### src/rtl/store_buffer_pkg.sv
// Shared types and sizing constants for the posted-write store buffer.
package store_buffer_pkg;

    localparam int SB_DEPTH_DEF = 4;
    localparam int SB_AW        = 32;
    localparam int SB_DW        = 32;
    localparam int SB_PTR_W     = $clog2(SB_DEPTH_DEF);
    localparam int SB_CNT_W     = $clog2(SB_DEPTH_DEF + 1);

    typedef struct packed {
        logic [SB_AW-1:0] addr;
        logic [SB_DW-1:0] data;
        logic             valid;
    } sb_entry_t;

endpackage

### src/rtl/store_buffer_if.sv
// CPU-side and Data_Memory-side signals of the store buffer; suffixes are as seen from the buffer.
interface store_buffer_if
    import store_buffer_pkg::*;
#(
    parameter int AW = SB_AW,
    parameter int DW = SB_DW
);
    logic [AW-1:0] cpu_addr_i;
    logic [DW-1:0] cpu_wdata_i;
    logic          cpu_memwrite_i;
    logic          cpu_memread_i;
    logic [DW-1:0] cpu_rdata_o;
    logic          stall_o;
    logic          empty_o;
    logic [AW-1:0] mem_addr_o;
    logic [DW-1:0] mem_wdata_o;
    logic          mem_memwrite_o;
    logic          mem_memread_o;
    logic [DW-1:0] mem_rdata_i;

    modport slave (
        input  cpu_addr_i, cpu_wdata_i, cpu_memwrite_i, cpu_memread_i, mem_rdata_i,
        output cpu_rdata_o, stall_o, empty_o, mem_addr_o, mem_wdata_o,
               mem_memwrite_o, mem_memread_o
    );

    modport master (
        output cpu_addr_i, cpu_wdata_i, cpu_memwrite_i, cpu_memread_i, mem_rdata_i,
        input  cpu_rdata_o, stall_o, empty_o, mem_addr_o, mem_wdata_o,
               mem_memwrite_o, mem_memread_o
    );

endinterface

### src/rtl/store_buffer_match.sv
// Youngest-first address match across the queued entries; purely combinational.
module store_buffer_match
    import store_buffer_pkg::*;
#(
    parameter int DEPTH = SB_DEPTH_DEF,
    parameter int PTR_W = $clog2(DEPTH)
) (
    input  sb_entry_t        entries_i [DEPTH],
    input  logic [PTR_W-1:0] tail_i,
    input  logic [SB_AW-1:0] addr_i,
    output logic             hit_o,
    output logic [PTR_W-1:0] hit_idx_o
);

    logic [PTR_W-1:0] idx;

    // Walk from oldest (tail-DEPTH) to youngest (tail-1) so the youngest match is written last.
    always_comb begin
        // NOTE: every output gets a default before the loop, otherwise a miss would infer a latch.
        hit_o     = 1'b0;
        hit_idx_o = '0;
        idx       = '0;
        for (int k = DEPTH; k >= 1; k--) begin
            idx = tail_i - PTR_W'(k);
            if (entries_i[idx].valid && (entries_i[idx].addr == addr_i)) begin
                hit_o     = 1'b1;
                hit_idx_o = idx;
            end
        end
    end

endmodule

### src/rtl/store_buffer.sv
// Posted-write store buffer between MEM-stage control and Data_Memory with load forwarding.
// Optional build macro STORE_BUF_COALESCE_EN merges a store into the youngest matching entry.
module store_buffer
    import store_buffer_pkg::*;
#(
    parameter int DEPTH = SB_DEPTH_DEF
) (
    input logic           clk_i,
    input logic           rst_i,
    store_buffer_if.slave bus
);

    localparam int PTR_W = $clog2(DEPTH);
    localparam int CNT_W = $clog2(DEPTH + 1);

    sb_entry_t        entries_q [DEPTH];
    sb_entry_t        entries_d [DEPTH];
    logic [PTR_W-1:0] head_q, head_d;
    logic [PTR_W-1:0] tail_q, tail_d;
    logic [CNT_W-1:0] count_q, count_d;

    logic             hit;
    logic [PTR_W-1:0] hit_idx;
    logic             is_load, is_store, full, drain, coalesce, stall, alloc;

    store_buffer_match #(
        .DEPTH (DEPTH),
        .PTR_W (PTR_W)
    ) u_match (
        .entries_i (entries_q),
        .tail_i    (tail_q),
        .addr_i    (bus.cpu_addr_i),
        .hit_o     (hit),
        .hit_idx_o (hit_idx)
    );

    // A raw read request keeps the memory port busy even when it collides with a store.
    always_comb begin
        is_store = bus.cpu_memwrite_i;
        is_load  = bus.cpu_memread_i & ~bus.cpu_memwrite_i;
        full     = (count_q == CNT_W'(DEPTH));
        drain    = ~rst_i & ~bus.cpu_memread_i & (count_q != '0);
`ifdef STORE_BUF_COALESCE_EN
        coalesce = is_store & hit & ~(drain & (hit_idx == head_q));
`else
        coalesce = 1'b0;
`endif
        stall    = is_store & full & ~coalesce;
        alloc    = is_store & ~stall & ~coalesce;
    end

    always_comb begin
        entries_d = entries_q;
        head_d    = head_q;
        tail_d    = tail_q;
        if (drain) begin
            entries_d[head_q].valid = 1'b0;
            head_d                  = head_q + 1'b1;
        end
        if (alloc) begin
            entries_d[tail_q] = '{addr: bus.cpu_addr_i, data: bus.cpu_wdata_i, valid: 1'b1};
            tail_d            = tail_q + 1'b1;
        end
        if (coalesce) begin
            entries_d[hit_idx].data = bus.cpu_wdata_i;
        end
        count_d = count_q + CNT_W'(alloc) - CNT_W'(drain);
    end

    always_comb begin
        bus.cpu_rdata_o    = '0;
        bus.mem_addr_o     = '0;
        bus.mem_wdata_o    = '0;
        bus.mem_memwrite_o = 1'b0;
        bus.mem_memread_o  = 1'b0;
        if (drain) begin
            bus.mem_memwrite_o = 1'b1;
            bus.mem_addr_o     = entries_q[head_q].addr;
            bus.mem_wdata_o    = entries_q[head_q].data;
        end else if (is_load && !hit) begin
            bus.mem_memread_o = 1'b1;
            bus.mem_addr_o    = bus.cpu_addr_i;
        end
        if (is_load) begin
            bus.cpu_rdata_o = hit ? entries_q[hit_idx].data : bus.mem_rdata_i;
        end
        bus.stall_o = stall;
        bus.empty_o = (count_q == '0);
    end

    // NOTE: state updates use <= so every flop samples the pre-edge values of its _d inputs.
    always_ff @(posedge clk_i) begin
        if (rst_i) begin
            head_q  <= '0;
            tail_q  <= '0;
            count_q <= '0;
            // NOTE: only valid bits are cleared; addr/data of an invalid entry are never observed.
            for (int i = 0; i < DEPTH; i++) begin
                entries_q[i].valid <= 1'b0;
            end
        end else begin
            head_q    <= head_d;
            tail_q    <= tail_d;
            count_q   <= count_d;
            entries_q <= entries_d;
        end
    end

endmodule

### src/flat_wrapper.sv
// flat-port wrapper written by rule: the top's interface ports become plain ports
module store_buffer_flat import store_buffer_pkg::*;
#(
    parameter int DEPTH = SB_DEPTH_DEF
)
  (clk_i, rst_i, bus_cpu_addr_i, bus_cpu_wdata_i, bus_cpu_memwrite_i, bus_cpu_memread_i, bus_mem_rdata_i, bus_cpu_rdata_o, bus_stall_o, bus_empty_o, bus_mem_addr_o, bus_mem_wdata_o, bus_mem_memwrite_o, bus_mem_memread_o);
  store_buffer_if bus_i ();
  input logic clk_i;
  input logic rst_i;
  input wire logic [$bits(bus_i.cpu_addr_i)-1:0] bus_cpu_addr_i;
  input wire logic [$bits(bus_i.cpu_wdata_i)-1:0] bus_cpu_wdata_i;
  input wire logic [$bits(bus_i.cpu_memwrite_i)-1:0] bus_cpu_memwrite_i;
  input wire logic [$bits(bus_i.cpu_memread_i)-1:0] bus_cpu_memread_i;
  input wire logic [$bits(bus_i.mem_rdata_i)-1:0] bus_mem_rdata_i;
  output wire logic [$bits(bus_i.cpu_rdata_o)-1:0] bus_cpu_rdata_o;
  output wire logic [$bits(bus_i.stall_o)-1:0] bus_stall_o;
  output wire logic [$bits(bus_i.empty_o)-1:0] bus_empty_o;
  output wire logic [$bits(bus_i.mem_addr_o)-1:0] bus_mem_addr_o;
  output wire logic [$bits(bus_i.mem_wdata_o)-1:0] bus_mem_wdata_o;
  output wire logic [$bits(bus_i.mem_memwrite_o)-1:0] bus_mem_memwrite_o;
  output wire logic [$bits(bus_i.mem_memread_o)-1:0] bus_mem_memread_o;
  assign bus_i.cpu_addr_i = bus_cpu_addr_i;
  assign bus_i.cpu_wdata_i = bus_cpu_wdata_i;
  assign bus_i.cpu_memwrite_i = bus_cpu_memwrite_i;
  assign bus_i.cpu_memread_i = bus_cpu_memread_i;
  assign bus_i.mem_rdata_i = bus_mem_rdata_i;
  assign bus_cpu_rdata_o = bus_i.cpu_rdata_o;
  assign bus_stall_o = bus_i.stall_o;
  assign bus_empty_o = bus_i.empty_o;
  assign bus_mem_addr_o = bus_i.mem_addr_o;
  assign bus_mem_wdata_o = bus_i.mem_wdata_o;
  assign bus_mem_memwrite_o = bus_i.mem_memwrite_o;
  assign bus_mem_memread_o = bus_i.mem_memread_o;
  store_buffer #(.DEPTH(DEPTH)) u_core (.clk_i(clk_i), .rst_i(rst_i), .bus(bus_i));
endmodule
### config.mk
export PLATFORM = sky130hd
export DESIGN_NAME = store_buffer_flat
export DESIGN_NICKNAME = d
export VERILOG_FILES = /design/src/rtl/store_buffer_pkg.sv /design/src/rtl/store_buffer_if.sv /design/src/rtl/store_buffer_match.sv /design/src/rtl/store_buffer.sv /design/src/flat_wrapper.sv
export SDC_FILE = /design/constraint.sdc
export NUM_CORES = 1
export LEC_CHECK = 0
export CORE_AREA = 4 4 139 275
export CTS_BUF_LIST = sky130_fd_sc_hd__clkbuf_2 sky130_fd_sc_hd__clkbuf_4 sky130_fd_sc_hd__clkbuf_8
export CTS_CLUSTER_DIAMETER = 40
export DETAILED_ROUTE_END_ITERATION = 8
export DIE_AREA = 0 0 143 279
export DONT_BUFFER_PORTS = 1
export PLACE_DENSITY = 0.78
export SLEW_MARGIN = 20
export SYNTH_ARGS = -nofsm -noshare
export SYNTH_HDL_FRONTEND = slang
export SYNTH_SLANG_ARGS = --single-unit
### constraint.sdc
create_clock -name clk_i -period 7.5 [get_ports clk_i]
set_clock_uncertainty 0.2 [all_clocks]
set_input_delay 1.5 -clock clk_i [delete_from_list [all_inputs] [get_ports clk_i]]
set_output_delay 1.5 -clock clk_i [all_outputs]
set_load 0.01 [all_outputs]
## Word level (Yosys, flattened, before mapping)

Cells that the tools add are included.

- Flip-flop bits (word level): 267
- Bits of input ports: 100
- Word-level logic and storage cells: 102

- Add/sub/neg operators: 7
- Magnitude comparators: 8
- Equality and inequality tests: 5
- Multiplexer cells: 42
- Bitwise operators: 15
- Reduce and logical (&&, ||, !) cells: 10

Operator list:

| cell | count |
|---|---|
| $bmux W65 S2 | 6 |
| $mux W65 | 11 |
| $bwmux W260 | 2 |
| $mux W260 | 2 |
| $demux W65 S2 | 2 |
| $mux W32 | 5 |
| $eq A32 B32 Y1 | 4 |
| $mux W33 | 2 |
| $ge A3 B3 Y1 const B | 6 |
| $not A2 Y3 | 6 |
| $mux W1 | 8 |
| $mux W2 | 4 |
| $logic_and A1 B1 Y1 | 7 |
| $lt A3 B1 Y1 const B | 2 |
| $and A1 B1 Y1 | 5 |
| $add A2 B1 Y2 const B | 2 |
| $not A1 Y1 | 4 |
| $sub A2 B2 Y2 const B | 2 |
| $add A3 B1 Y3 | 1 |
| $eq A3 B3 Y1 const B | 1 |
| $logic_not A3 Y1 | 1 |
| $reduce_bool A3 Y1 | 1 |
| $sub A3 B1 Y3 | 1 |
| $sub A2 B1 Y2 const B | 1 |
| $logic_not A1 Y1 | 1 |

## Logic depth before layout (Yosys ltp)

- Depth in word-level cells: 16
- Gate-level depth with buffers: 23

## Cells and area by module

Synthesis repeated with hierarchy kept, for this count alone.

- Cell total of the unflattened synthesis: 1418
- Area total of the unflattened synthesis: 18545.3 µm²

By module, submodules not included:

| module | times used | cells an instance | area each (µm²) | sequential area each (µm²) |
|---|---|---|---|---|
| store_buffer | 1 | 854 | 13439.1 | 7907.6 |
| store_buffer_match | 1 | 564 | 5106.1 | 0.0 |

## Worst setup path before layout

No wires, ideal clock.

- Path type: register to output
- Start point: register u_core.tail_q[0]
- End point: output bus_cpu_rdata_o[10]
- Data arrival time: 4926 ps
- Data required time: 5800 ps
- Setup slack: 874 ps
- Stages on the path, launching flop included: 22
- Buffers on the path: 11
- Cell sequence: dfxtp_1 buf_6 buf_6 buf_6 buf_6 buf_2 inv_1 clkbuf_1 ha_1 buf_2 buf_2 clkbuf_1 clkbuf_1 a41oi_1 a2111o_1 or4_4 a32oi_4 buf_6 nor3_1 a31oi_1 o221ai_1 o21ai_1

- Elaborated cells on any way between the ends: 41
- Those cells by class: add/sub (3); eq/ne (4); mux (25); bitwise (5); reduce/logical (4)

RTL lines:

| what | line | text |
|---|---|---|
| from (decl) | store_buffer.sv:19 | `logic [PTR_W-1:0] tail_q, tail_d;` |
| from (signal assigned) | store_buffer.sv:103 | `tail_q <= tail_d;` |
| $sub A2 B1 Y2 * | store_buffer_match.sv:24 | `idx = tail_i - PTR_W'(k);` |
| via u_core.u_match.idx[0] | store_buffer_match.sv:15 | `logic [PTR_W-1:0] idx;` |
| $not A2 Y3 (implied by the code) | store_buffer_match.sv:25 | `if (entries_i[idx].valid && (entries_i[idx].addr == addr_i)) begin` |
| $bmux W65 S2 | store_buffer_match.sv:25 |  |
| $mux W65 (implied by the code) (2 in a row) | store_buffer_match.sv:25 |  |
| $eq A32 B32 Y1 | store_buffer_match.sv:25 |  |
| $logic_and A1 B1 Y1 | store_buffer_match.sv:25 |  |
| $mux W2 | store_buffer_match.sv:25 |  |
| $not A2 Y3 | -- |  |
| $bmux W65 S2 | store_buffer.sv:85 | `bus.cpu_rdata_o = hit ? entries_q[hit_idx].data : bus.mem_rdata_i;` |
| $mux W33 (implied by the code) (2 in a row) | store_buffer.sv:85 |  |
| $mux W32 * | store_buffer.sv:85 |  |
| $mux W32 * | store_buffer.sv:84 | `if (is_load) begin` |
| to (decl) | flat_wrapper.sv:15 | `output wire logic [$bits(bus_i.cpu_rdata_o)-1:0] bus_cpu_rdata_o;` |

The timed path passes the listed nets; every way through them passes the cells marked *. The select of a mux whose other input is x is not followed.

## Worst setup path after layout

- Start point: register u_core.tail_q[0]
- End point: output bus_cpu_rdata_o[26]

- Cells in the longest elaborated chain, start to end: 16
- Elaborated cells on any way between the ends: 41
- Those cells by class: add/sub (3); eq/ne (4); mux (25); bitwise (5); reduce/logical (4)

RTL lines:

| what | line |
|---|---|
| $sub A2 B2 Y2 or $not A2 Y3 (tied branches) | store_buffer_match.sv:24, store_buffer_match.sv:25 |
| $not A2 Y3 (implied by the code) or $bmux W65 S2 (tied branches) | store_buffer_match.sv:25 |
| $bmux W65 S2 or $mux W65 (tied branches) | store_buffer_match.sv:25 |
| $mux W65 (implied by the code) | store_buffer_match.sv:25 |
| $mux W65 (implied by the code) or $eq A32 B32 Y1 (tied branches) | store_buffer_match.sv:25 |
| $eq A32 B32 Y1 or $logic_and A1 B1 Y1 (tied branches) | store_buffer_match.sv:25 |
| $logic_and A1 B1 Y1 or $mux W2 (tied branches) | store_buffer_match.sv:25 |
| $mux W2 (3 in a row) | store_buffer_match.sv:25 |
| $not A2 Y3 | -- |
| $bmux W65 S2 | store_buffer.sv:85 |
| $mux W33 (implied by the code) (2 in a row) | store_buffer.sv:85 |
| $mux W32 * | store_buffer.sv:85 |
| $mux W32 * | store_buffer.sv:84 |

Mark *: on every way between the ends. The rest lies on a longest branch, timed or not. The select of a mux whose other input is x is not followed.

==> impl_metrics.yaml <==
worst_setup_path:
  start_kind: "flip-flop"
  cpMostUsedCell: "buf_4"
  worstSetupPathType: "reg2out"
  crit_chain: "inv_1 -> ha_4 -> buf_4 -> mux4_2 -> xnor2_1 -> and4_1 -> o2111ai_1 -> or4_1 -> o32a_1 -> a2111o_1 -> o211ai_4 -> buf_4 -> a2bb2oi_2 -> o21ai_1 -> buf_4"
  slowest_delay_ps: 640
  worst-path-stages: 15
  crit_buf_inv: 4
  cp.required_ps: 5800
  slowest_stage: "or4_1"
  cp-end-kind: "output port"
  cpLargestDelayFamily: "compound AO/OA/AOI/OAI gates"
  path_max_fanout: 14
  r2r_cells: 5
  worstPathArrival_ps: 5600
die:
  die_w_um: 143
  top_level_ports: 200
  core-area_um2: 36300
  rows: 99
  start_util: 0.592
  die-area_um2: 39900
  dieHeight_um: 279
final_layout:
  final_common_cell: "and3_1"
  fin_nets: 1966
  area_delta_synth_final_pct: 4.50
  layout_common_cells: "and3_1, edfxtp_1, mux2i_1"
  drive_gt1_frac: 0.164
status:
  outcome: "complete, no violations"
route:
  ant_nets: 0
  drc: 0
  first_pass_iters: 6
  post_drt_via_cell_ratio: 7.70
  wirelength_mm: 83.6
  drtIter0Drc: 2027
  wl_per_cell_um: 35.8
  via_count: 17970
timing:
  slew_violations: 0
  post-route-min-period_ps: 7300
  rsz0062_at_grt: "no"
  setup_viol: 0
  hold_viol_final: 0
  min_period_over_period: 0.973
  worst_slew_pin_slew_ps: 1270
  fmax_ghz: 0.137
  setup_total_negative_slack_ps: 0
  relSlewSlack: 0.150
cts:
  cts_root_buf: "clkbuf_8"
  clkSlewWorstSetupHoldPaths_ps: 70
  clock_latency_ps: 570
  clock-sinks: 267
  cts_max_path_buffers: 3
  cts_buffers: 37
  ctsHtreeMaxLevel: 2
  postCtsHoldBufs: 0
  cts_tree: "yes"
grt:
  grt_pass1_vias: 17942
  grt_start_max_net_pins: 132
  grt_first_pass_wirelength_mm: 120
  antenna_found_initial: 2
  overflow: 0
  grtUsageTotal: 0.409
pwr:
  seq_power_share: 0.331
  clkPwrFrac: 0.192
  vdd_drop_max_uv: 223
  finalPower_mw: 5.94
  internal_power_mw: 3.50
  powerDensity_nw_per_um2: 264
  p_sw_frac: 0.411
  p_leak_nw: 9.16
  power_frac_comb: 0.477
  netSwitchingPower_mw: 2.44
place:
  portBuffers: 0
  gp_congestion: 1.17
  dp_hpwl_mm: 57.8
logic_synthesis:
  yosysWarnings: 0
  syn_nets: 2076
  yosys.area.top_type: "edfxtp_1"
  ys_seq_elements: 267
  yosysTopAreaCellShare: 0.358
  syn_area_per_cell_um2: 10.9
  synthCells: 1965
  post_synth_num_cell_types: 84
  synth_edf_count: 256
  syn_area_um2: 21500
  ys_async_sr_fraction: 0
  synthTopCellsByArea: "edfxtp_1, mux4_2, and3_1"
  synth_flop_cell: "edfxtp_1"
  ys_seq_area_frac: 0.368
worst_hold_path:
  hold_path_depth: 2
  hold_path.class: "reg2reg"
run:
  max_cap_viol_count: 0
[synthesized netlist by cell type (35+ instances only)]
cell	n
edfxtp_1	256
inv_1	47
nor2_1	41
nor2b_1	45
o221ai_1	37
a22o_1	35
o211a_1	94
a21oi_1	51
clkbuf_1	164
mux4_2	115
nand3_1	43
and2_1	71
and3_1	262
xnor2_1	74
mux2i_1	145
nor3_1	45
[logic make-up after synthesis]
| logic type | share of synthesized area |
|---|---|
| XOR/XNOR | 0.0403 |
| flip-flops | 0.368 |
| AND/OR/NAND/NOR | 0.169 |
| buffers and inverters | 0.0600 |
| AO/OA/AOI/OAI | 0.161 |
| adder cells (fa/ha/maj) | 0.00675 |
| multiplexers | 0.195 |
[through the flow]
| step | hold WS, ps | cells | setup WS (ps) | utilization | area, um^2 |
|---|---|---|---|---|---|
| finish | 336 | 2333 | 203 | 0.619 | 22500 |
| floorplan | 261 | 1965 | 874 | - | 21500 |
| detailed placement | 316 | 2268 | 708 | 0.597 | 21700 |
| global placement | 301 | 2268 | 718 | 0.597 | 21700 |
| global route | 358 | 2333 | 73.3 | 0.619 | 22500 |
| CTS | 334 | 2329 | 83.4 | 0.616 | 22400 |
[power groups by stage]
stage	Sequential [mW]	Combinational [mW]	Clock, mW
4_1_cts	1.96	2.72	1.15
2_1_floorplan	1.87	2.03	0
3_3_place_gp	1.98	2.68	0
6_report	1.97	2.83	1.14
5_1_grt	1.98	2.93	1.21
3_5_place_dp	1.99	2.71	0
[area by class of cell]
type / instances / area, um^2
antenna: 2 / 5.00
clock buffer: 47 / 584
clock inverter: 14 / 120
fill: 2963 / 13800
inverter: 48 / 180
multi-input combinational: 1425 / 12400
sequential: 267 / 7920
tap: 454 / 568
timing repair buffer: 76 / 663
[registers in the layout (all words and copies together) (netlist names)]
name              flops
u_core.entries_q    260
u_core.count_q        3
u_core.head_q         2
u_core.tail_q         2
[what timing repair did]
item	4_1_cts	5_1_grt
buffers inserted	0	1
setup endpoints to repair	0	32
gates resized for setup	0	9
[worst min-delay path, delay by kind of cell (launching register included)]
family | cells | cell delay, ps
DFF | 1 | 350
AOI/OAI and AO/OA | 1 | 80
and+or+nand+nor | 1 | 70
[final timing paths]
path	start	endpoint	slack (ps)
setup / recovery	u_core.tail_q[0]	bus_cpu_rdata_o[26]	200
hold / removal	u_core.entries_q[195]	u_core.entries_q[195]	340
setup reg to reg	u_core.tail_q[0]	u_core.entries_q[183]	3690
hold reg to reg	u_core.entries_q[195]	u_core.entries_q[195]	340
[layer usage]
layer	GRT usage	wire [um]	part of all wire
met5	0	0	0
met4	0.318	8710	0.10
met3	0.0682	6590	0.079
met2	0.734	43500	0.52
met1	0.409	24800	0.30
No activity file was read; power rests on OpenSTA's default activity.
